<file path="src/rtl/hazard_ctrl.sv">
// hazard_ctrl: load-use stall and taken-branch flush control for the 5-stage pipeline.
// Optional macro HAZARD_PERF_CNT_EN adds saturating stall/flush performance counters.
module hazard_ctrl #(
    parameter int LOAD_STALL_CYCLES = 1,
    parameter int CNT_W             = 16
) (
    input  logic             clk,
    input  logic             rst,
    input  logic [4:0]       ID_rs,
    input  logic [4:0]       ID_rt,
    input  logic             ID_UsesRt,
    input  logic             EX_MemRead,
    input  logic [4:0]       EX_rt,
    input  logic             MEM_BranchTaken,
    output logic             PCWrite,
    output logic             IF_ID_Write,
    output logic             ID_EX_Bubble,
    output logic             IF_ID_Flush,
    output logic             ID_EX_Flush,
    output logic             EX_MEM_Flush
`ifdef HAZARD_PERF_CNT_EN
    ,
    output logic [CNT_W-1:0] stall_count,
    output logic [CNT_W-1:0] flush_count
`endif
);
    typedef enum logic {RUN, STALL} state_t;
    localparam logic [3:0] CNT_LOAD = 4'(LOAD_STALL_CYCLES - 1);
    localparam bit MULTI = LOAD_STALL_CYCLES > 1;
    state_t     state_q, state_d;
    logic [3:0] cnt_q, cnt_d;
    logic       haz, stall, flush;
    // Outputs are Mealy on (state, inputs); reset forces free-running, flush beats stall
    always_comb begin
        haz          = EX_MemRead && EX_rt != 5'd0 && (EX_rt == ID_rs || (ID_UsesRt && EX_rt == ID_rt));
        flush        = !rst && MEM_BranchTaken;
        stall        = !rst && !MEM_BranchTaken && (state_q == STALL || haz);
        PCWrite      = !stall;
        IF_ID_Write  = !stall;
        ID_EX_Bubble = stall;
        IF_ID_Flush  = flush;
        ID_EX_Flush  = flush;
        EX_MEM_Flush = flush;
        state_d      = MEM_BranchTaken ? RUN :
                       state_q == STALL ? (cnt_q == 4'd1 ? RUN : STALL) :
                       (haz && MULTI) ? STALL : RUN;
        cnt_d        = MEM_BranchTaken ? 4'd0 :
                       state_q == STALL ? cnt_q - 4'd1 :
                       (haz && MULTI) ? CNT_LOAD : 4'd0;
    end
    // State and remaining-stall counter; async reset abandons any stall in progress
    always_ff @(posedge clk or posedge rst) begin
        if (rst) begin
            state_q <= RUN;
            cnt_q   <= 4'd0;
        end else begin
            state_q <= state_d;
            cnt_q   <= cnt_d;
        end
    end
`ifdef HAZARD_PERF_CNT_EN
    logic [CNT_W-1:0] stall_count_q, stall_count_d, flush_count_q, flush_count_d;
    // Saturating event counters: bubble cycles and taken-branch cycles
    always_comb begin
        stall_count_d = (ID_EX_Bubble && !(&stall_count_q)) ? stall_count_q + CNT_W'(1) : stall_count_q;
        flush_count_d = (MEM_BranchTaken && !(&flush_count_q)) ? flush_count_q + CNT_W'(1) : flush_count_q;
    end
    // Counter registers, cleared by reset
    always_ff @(posedge clk or posedge rst) begin
        if (rst) begin
            stall_count_q <= '0;
            flush_count_q <= '0;
        end else begin
            stall_count_q <= stall_count_d;
            flush_count_q <= flush_count_d;
        end
    end
    assign stall_count = stall_count_q;
    assign flush_count = flush_count_q;
`endif
endmodule

</file>
<file path="config.mk">
export PLATFORM = sky130hd
export DESIGN_NAME = hazard_ctrl
export DESIGN_NICKNAME = d
export VERILOG_FILES = /design/src/rtl/hazard_ctrl.sv
export SDC_FILE = /design/constraint.sdc
export NUM_CORES = 1
export LEC_CHECK = 0
export ABC_AREA = 1
export BUFFER_PORTS_ARGS = -buffer_cell sky130_fd_sc_hd__buf_2
export CAP_MARGIN = 20
export CORE_AREA = 2 2 39 41
export DETAILED_ROUTE_END_ITERATION = 10
export DIE_AREA = 0 0 41 43
export GPL_ROUTABILITY_DRIVEN = 0
export PLACE_DENSITY_LB_ADDON = 0.25
export SYNTH_ARGS = -nofsm -noshare
export SYNTH_HDL_FRONTEND = slang
export SYNTH_SLANG_ARGS = --single-unit
</file>
<file path="constraint.sdc">
create_clock -name clk -period 1.3 [get_ports clk]
set_clock_uncertainty 0.2 [all_clocks]
set_input_delay 0.26 -clock clk [delete_from_list [all_inputs] [get_ports clk]]
set_output_delay 0.26 -clock clk [all_outputs]
set_load 0.1 [all_outputs]
</file>
# == Yosys cells after proc, flatten, opt, wreduce, memory -nomap -nowiden ==
# Cells that the tools add are included.
# classes
n_addsub,1
eq_ne,3
muxes,5
reduce_logical,12
# ops
cell,count
5-bit equality test,2
4-bit two-way mux,2
1-bit logical AND,6
5-bit nonzero test,1
4-bit by 1-bit equality test with 1-bit output (second input constant),1
4-bit by 1-bit subtractor with 4-bit output (second input constant),1
1-bit zero test,3
1-bit two-way mux,3
1-bit logical OR,2
# totals
reg_bits,5
in_bits,20
elab_cells,23

# == Depth between registers and ports, before layout ==
# Gate-level depths: netlist of run 1.
# depth
depth_word,7
ltp_mapped,10

# == Least setup slack after synthesis of run 1 ==
# No wires, ideal clock.
# synth_timing
kind,in2out
from,in MEM_BranchTaken
to,out ID_EX_Flush
t_arrival_ns,2.107
required_ns,0.840
setup_slack_ns,-1.267
path_stages,3
path_buffers,1
path_cell_list,inv_1 -> nor2_1 -> buf_4
# synth_via
elab_chain_cells,1
# synth_rtl
element,line_no,rtl
start: declaration,14,"input logic MEM_BranchTaken,"
1-bit logical AND,36,flush = !rst && MEM_BranchTaken;
end: declaration,19,"output logic ID_EX_Flush,"
# Every way passes these cells.

# == Final worst setup path of run 1 ==
# layout_timing
from,in ID_rs[4]
to,out ID_EX_Bubble
# layout_via
elab_chain_cells,5
# layout_rtl
element,line_no,rtl
start: declaration,9,"input logic [4:0] ID_rs,"
5-bit equality test,35,haz = EX_MemRead && EX_rt != 5'd0 && (EX_rt == ID_rs || (ID_UsesRt && EX_rt == ID_rt));
1-bit logical OR,35,
1-bit logical AND,35,
1-bit logical OR,37,stall = !rst && !MEM_BranchTaken && (state_q == STALL || haz);
1-bit logical AND,37,
end: declaration,17,"output logic ID_EX_Bubble,"
# Every way passes these cells.

==> metrics.txt, run 1 <==
run status finished, violations left; failing checks setup timing; I/O pins 26; post-placement cell area 791 sq um; Final Cycle Share 128%; syn nets approximately 110; gr usage total 15.7%; Die Area roughly 1800 sq um; most common cell after layout, fill and taps aside nand2_1; most used cell, CP nand2_2; setup violators final 6; layout overhead on the synthesized area 91.5%; H-tree Lvls 1; minimum clock period around 1.7 ns; post-placement cell count ~130; CTS buffer count 3; clk_lat worst skew 0.24 ns; final hold vios 0; vias in the first global route 526; core box area around 1400 sq um; Routed WL approximately 1100 um; Yosys cell types 18; Sink Count 5; Post-synth EDFFs 0; DRC errors left 0; post-CTS setup buffer count 0; ys flop type dfrtp_1; wire per inst about 8.6 um; Setup WS post-layout -0.369 ns; antenna cells 0; largest net degree at the start of global routing 6; post-synthesis sequential area ratio 25.7%; Peak Freq 0.599 GHz; CP max FO 2; post-route ant nets 0; class of the worst hold path in -> reg; total gr overflow 0; Critical R2R Capture cnt_q[2]$_DFF_PP0_; Slew headroom 84.4%; setup TNS -1.04 ns; 1st-iter DRT viols 1; CP Launch Type primary input; final std cell area, no fill between 900 and 1000 sq um; RSZ-0062 raised after global routing yes; initial antenna violation count 0; PwrDens between 600 and 700 nW/um^2; Yosys top cell area share 25.7%; CTS Root Cell clkbuf_4; Vias 578; critical path arrival 1.21 ns; Buffers on Ports 25; Worst-Margin Slew 0.232 ns; Worst Path Required roughly 0.84 ns; DR pass1 iterations 2; CP max stage cell buf_12; Initial Util about a third; first-pass GRT wire length 1920 um; r2r startpoint cnt_q[0]$_DFF_PP0_; Hold Crit Start MEM_BranchTaken; most frequent cells in the layout nand2_1 (21), inv_1 (12), nand2_2 (8), buf_2 (8), buf_12 (7); fraction of layout cells with a size suffix above 1 48.7%; CTS tree done; Hold EP cnt_q[1]$_DFF_PP0_; YS warnings 0; Leak roughly 0.50 nW; clock-pin slew of the registers on the worst-case setup and hold paths 0.04 ns; Die Ht 43 um; fill cell count 117; CP max stage delay 0.19 ns; dpl hpwl 940 um; Synth Instances 85; Post-Syn Area per Cell 5.73 sq um; worst-path cell chain buf_4 -> nand2_2 -> nand2_2 -> nor2_2 -> nand3_1 -> nand2_1 -> nand2_2 -> a21oi_4 -> buf_12; Yosys top cell by area dfrtp_1; Crit. End Element output pin; max_cap viols 0; Synth area leaders dfrtp_1 (26%), nand2_1 (23%), inv_1 (14%), nor2_1 (7.7%), ha_1 (5.1%); Rows 14; Mapped Area 487 sq um; asr flop ratio synth 100%; reg2reg path depth 4; Min-Delay Path Depth 5; Final Non-Filler Cells approximately 130; Setup Crit Path Kind in -> out; Layout Nets 138; Worst VDD drop 464 uV; fin. max-slew vios 0; deepest clock path buffer count 2; die width between 40 and 50 um; Vias/cell 4.41; Seq cells post-synth 5; Reg2Reg Setup Slack 0.09 ns
## synthesized netlist by cell type, drive strengths merged, types with 2 or more instances
cell and number:
a31oi 2, nand3 2, nand2 31, a21oi 2, ha 2, dfrtp 5, nor2 10, buf 3
inv 22
## worst max-delay path by stage
stage	slack [ns]	cells past startpoint	from	endpoint
final	-0.37	9	ID_rs[4]	ID_EX_Bubble
after global routing	-0.43	10	EX_rt[3]	ID_EX_Bubble
after CTS	-0.34	9	EX_rt[3]	ID_EX_Bubble
after detailed placement	-0.44	11	EX_rt[4]	PCWrite
after global placement	-0.41	11	ID_rt[1]	PCWrite
after floorplan	-0.38	8	ID_rt[1]	ID_EX_Bubble
## worst max-delay path, delay by kind of cell
family	cells	cell delay (ns)
AO/OA/AOI/OAI	1	0.18
AND/OR/NAND/NOR	6	0.47
buffers and inverters	2	0.31
## state kept, by name (all words and copies together) (netlist names)
| register | flops |
|---|---|
| cnt_q | 4 |
| state_q | 1 |
## stage by stage
| step | worst slack (ns) | hold slack, ns | utilization, % | total power, W |
|---|---|---|---|---|
| 4_1_cts | -0.344 | 0.256 | 64.2 | 0.000556 |
| 3_3_place_gp | -0.410 | 0.00944 | 57.1 | 0.000348 |
| 3_5_place_dp | -0.442 | 0.0125 | 57.1 | 0.000352 |
| 2_1_floorplan | -0.383 | -0.161 | - | 0.000275 |
| 6_report | -0.369 | 0.262 | 67.4 | 0.000562 |
| 5_1_grt | -0.430 | 0.305 | 67.4 | 0.000595 |
## final cells by class
class                           count  area (sq um)  share of cell area [%]
Clock buffer                        4          26.3                    2.82
Inverter                           22           108                    11.5
Multi-Input combinational cell     55           320                    34.4
Sequential cell                     5           125                    13.4
Tap cell                           16          20.0                    2.15
Timing Repair Buffer               29           333                    35.7
## cells by family (layout without fill, tap and decap cells)
kind of cell             count (synthesis)  count (layout)  share of synthesized area [%]
AO/OA/AOI/OAI                            6               6                           7.97
AND/OR/NAND/NOR                         46              46                           37.8
XOR/XNOR                                 1               1                           1.80
adder cells (fa/ha/maj)                  2               2                           5.14
buffers and inverters                   25              55                           21.6
flip-flops                               5               5                           25.7
## what timing repair did
action,4_1_cts,5_1_grt
hold endpoints to repair,5,0
pin swaps,11,11
setup endpoints to repair,6,6
cloned,0,0
hold buffers,1,0
gates resized for setup,17,17
## report_power, final
part           internal (W)  switching, W  leakage [nW]  total [W]
sequential         0.000156             0        0.0699   0.000156
combinational      0.000106      0.000123         0.417   0.000230
clock              0.000116     0.0000605        0.0150   0.000176
## layer usage
layer	share of wire [%]	track usage, %
met4	0.36	6.00
met1	36	16.9
met2	59	27.8
met5	0	0
met3	4.1	3.14
Note: power is estimated with default switching activity, not from simulation.
==> run 2: changes to the inputs <==
==> constraint.sdc (replaced) <==
create_clock -name clk -period 1.3 [get_ports clk]
set_clock_uncertainty 0.2 [all_clocks]
set_input_delay 0.065 -clock clk [delete_from_list [all_inputs] [get_ports clk]]
set_output_delay 0.065 -clock clk [all_outputs]
set_load 0.1 [all_outputs]
==> metrics.txt, run 2 (synthesized netlist as in run 1, its figures left out) <==
fin. max-slew vios 0 (unchanged); CTS tree done (unchanged); Worst VDD drop 695 uV (was 464 uV); Worst Path Required 1.03 ns (was 0.84 ns); Critical Path Stages 4 (was 9); setup TNS 0 ns (was -1.04 ns); Most flops, register cnt_q (unchanged); Routed WL 1020 um (was 1120 um); initial antenna violation count 0 (unchanged); Largest regs cnt_q x4, state_q x1 (unchanged); total gr overflow 0 (unchanged); CP Launch Type flop (was primary input); Hold EP cnt_q[1]$_DFF_PP0_ (unchanged); CTS Root Cell clkbuf_4 (unchanged); I/O pins 26 (unchanged); r2r startpoint cnt_q[0]$_DFF_PP0_ (unchanged); most frequent cells in the layout nand2_1 (27), buf_2 (18), inv_1 (16) (was nand2_1 (21), inv_1 (12), nand2_2 (8), buf_2 (8), buf_12 (7)); vias in the first global route 539 (was 526); 1st-iter DRT viols 5 (was 1); Buf/Inv on CP 2 (unchanged); Initial Util 35.2% (unchanged); Rows 14 (unchanged); reg2reg path depth 4 (unchanged); Buffers on Ports 25 (unchanged); fill cell count 145 (was 117); CTS buffer count 3 (unchanged); H-tree Lvls 1 (unchanged); CP max FO 2 (unchanged); Vias 541 (was 578); setup violators final 0 (was 6); Setup Crit Path Kind reg -> out (was in -> out); clk_lat worst skew 0.23 ns (was 0.24 ns); die width 41 um (unchanged); gr usage total 15.0% (was 15.7%); CP max stage cell dfrtp_1 (was buf_12); max FFs per register 4 (unchanged); Critical R2R Capture cnt_q[2]$_DFF_PP0_ (unchanged); Worst-Margin Slew 0.267 ns (was 0.232 ns); DRC errors left 0 (unchanged); final hold vios 0 (unchanged); clock-pin slew of the registers on the worst-case setup and hold paths 0.04 ns (about the same); final core occ 57.1% (was 67.4%); Crit. End Element output pin (unchanged); Hold Crit Start MEM_BranchTaken (unchanged); worst-path cell chain inv_2 -> nand2_4 -> nand2_8 -> buf_12 (was buf_4 -> nand2_2 -> nand2_2 -> nor2_2 -> nand3_1 -> nand2_1 -> nand2_2 -> a21oi_4 -> buf_12); Vias/cell 4.19 (was 4.41); RSZ-0062 raised after global routing yes (unchanged); deepest clock path buffer count 2 (unchanged); Die Area 1760 sq um (unchanged); total power 0.000509 W (was 0.000562 W); Final Cycle Share 99.0% (was 128%); DR pass1 iterations 4 (was 2); post-route ant nets 0 (unchanged); pre-CTS setup slack -0.0634 ns (was -0.442 ns); antenna cells 0 (unchanged); delay-heaviest family, CP flip-flops (was simple AND/OR/NAND/NOR gates); class of the worst hold path in -> reg (unchanged); most common cell after layout, fill and taps aside nand2_1 (unchanged); max_cap viols 0 (unchanged); Layout Nets 136 (was 138); layout overhead on the synthesized area 62.2% (was 91.5%); Setup WS post-layout 0.0124 ns (was -0.369 ns); fraction of layout cells with a size suffix above 1 37.2% (was 48.7%); first-pass GRT wire length 1790 um (was 1920 um); CP max stage delay 0.38 ns (was 0.19 ns); minimum clock period 1.29 ns (was 1.67 ns); post-placement cell count 124 (was 126); run status finished clean (was finished, violations left); Sink Count 5 (unchanged); post-CTS setup buffer count 0 (unchanged); dpl hpwl 875 um (was 940 um); Leak 0.462 nW (was 0.502 nW); critical path arrival 1.02 ns (was 1.21 ns); Final Non-Filler Cells 129 (was 131); Peak Freq 0.777 GHz (was 0.599 GHz); Slew headroom 82.0% (was 84.4%); Min-Delay Path Depth 4 (was 5); Reg2Reg Setup Slack 0.11 ns (was 0.09 ns); wire per inst 7.87 um (was 8.58 um); largest net degree at the start of global routing 6 (unchanged); Die Ht 43 um (unchanged); PwrDens 645 nW/um^2 (was 603 nW/um^2); core box area 1380 sq um (unchanged)
run 2: changes by cell type in the layout (fill, tap and decap cells not counted), moves of 2 or more:
cell	previous run	this run
buf_2	8	18
buf_4	4	2
buf_6	6	0
buf_8	3	0
inv_1	12	16
inv_4	2	0
nand2_1	21	27
nand2_2	8	2
nor2_1	6	8
nor2_2	3	1
run 2: worst max-delay path by stage:
stage	startpoint	to
floorplan	ID_rt[1]	ID_EX_Bubble
CTS	state_q$_DFF_PP0_	PCWrite
global route	state_q$_DFF_PP0_	IF_ID_Write
finish	state_q$_DFF_PP0_	PCWrite
detailed placement	EX_rt[3]	PCWrite
global placement	EX_rt[3]	PCWrite
run 2: report_power, final:
group          switching, W  leakage (nW)  internal [W]
combinational      0.000108         0.377     0.0000722
clock             0.0000569        0.0150      0.000116
sequential                0        0.0699      0.000156
total              0.000165         0.462      0.000344
run 2: cell type report:
class / instances / area (sq um) / share of cell area, %
multi-input combinational: 55 / 300 / 38.0
timing repair buffer: 27 / 235 / 29.8
sequential: 5 / 125 / 15.8
inverter: 22 / 82.6 / 10.5
clock buffer: 4 / 26.3 / 3.33
tap: 16 / 20.0 / 2.54
run 2: worst register-to-register path: cells and delay by family (launching register included):
family                     cells  cell delay (ns)
buffers and inverters          1             0.07
DFF                            1             0.38
adders and majority gates      1             0.21
AOI/OAI and AO/OA              2             0.28
run 2: what timing repair did:
item	4_1_cts	5_1_grt
resized for setup	3	2
hold endpoints to repair	5	0
setup endpoints to repair	2	3
hold buffers	1	0
pin swaps	1	6
run 2: per-layer routing:
| layer | wire length, um | part of all wire, % | GRT usage (%) |
|---|---|---|---|
| met5 | 0 | 0 | 0 |
| met4 | 15 | 1.5 | 10.0 |
| met3 | 37 | 3.6 | 3.14 |
| met2 | 515 | 51 | 24.7 |
| met1 | 446 | 44 | 15.8 |
run 2: stage by stage:
stage                     hold slack [ns]  area (sq um)
after floorplan                    -0.356           533
after global placement             -0.187           741
after detailed placement           -0.182           741
after CTS                          0.0394           785
after global routing               0.0540           790
final                              0.0437           790
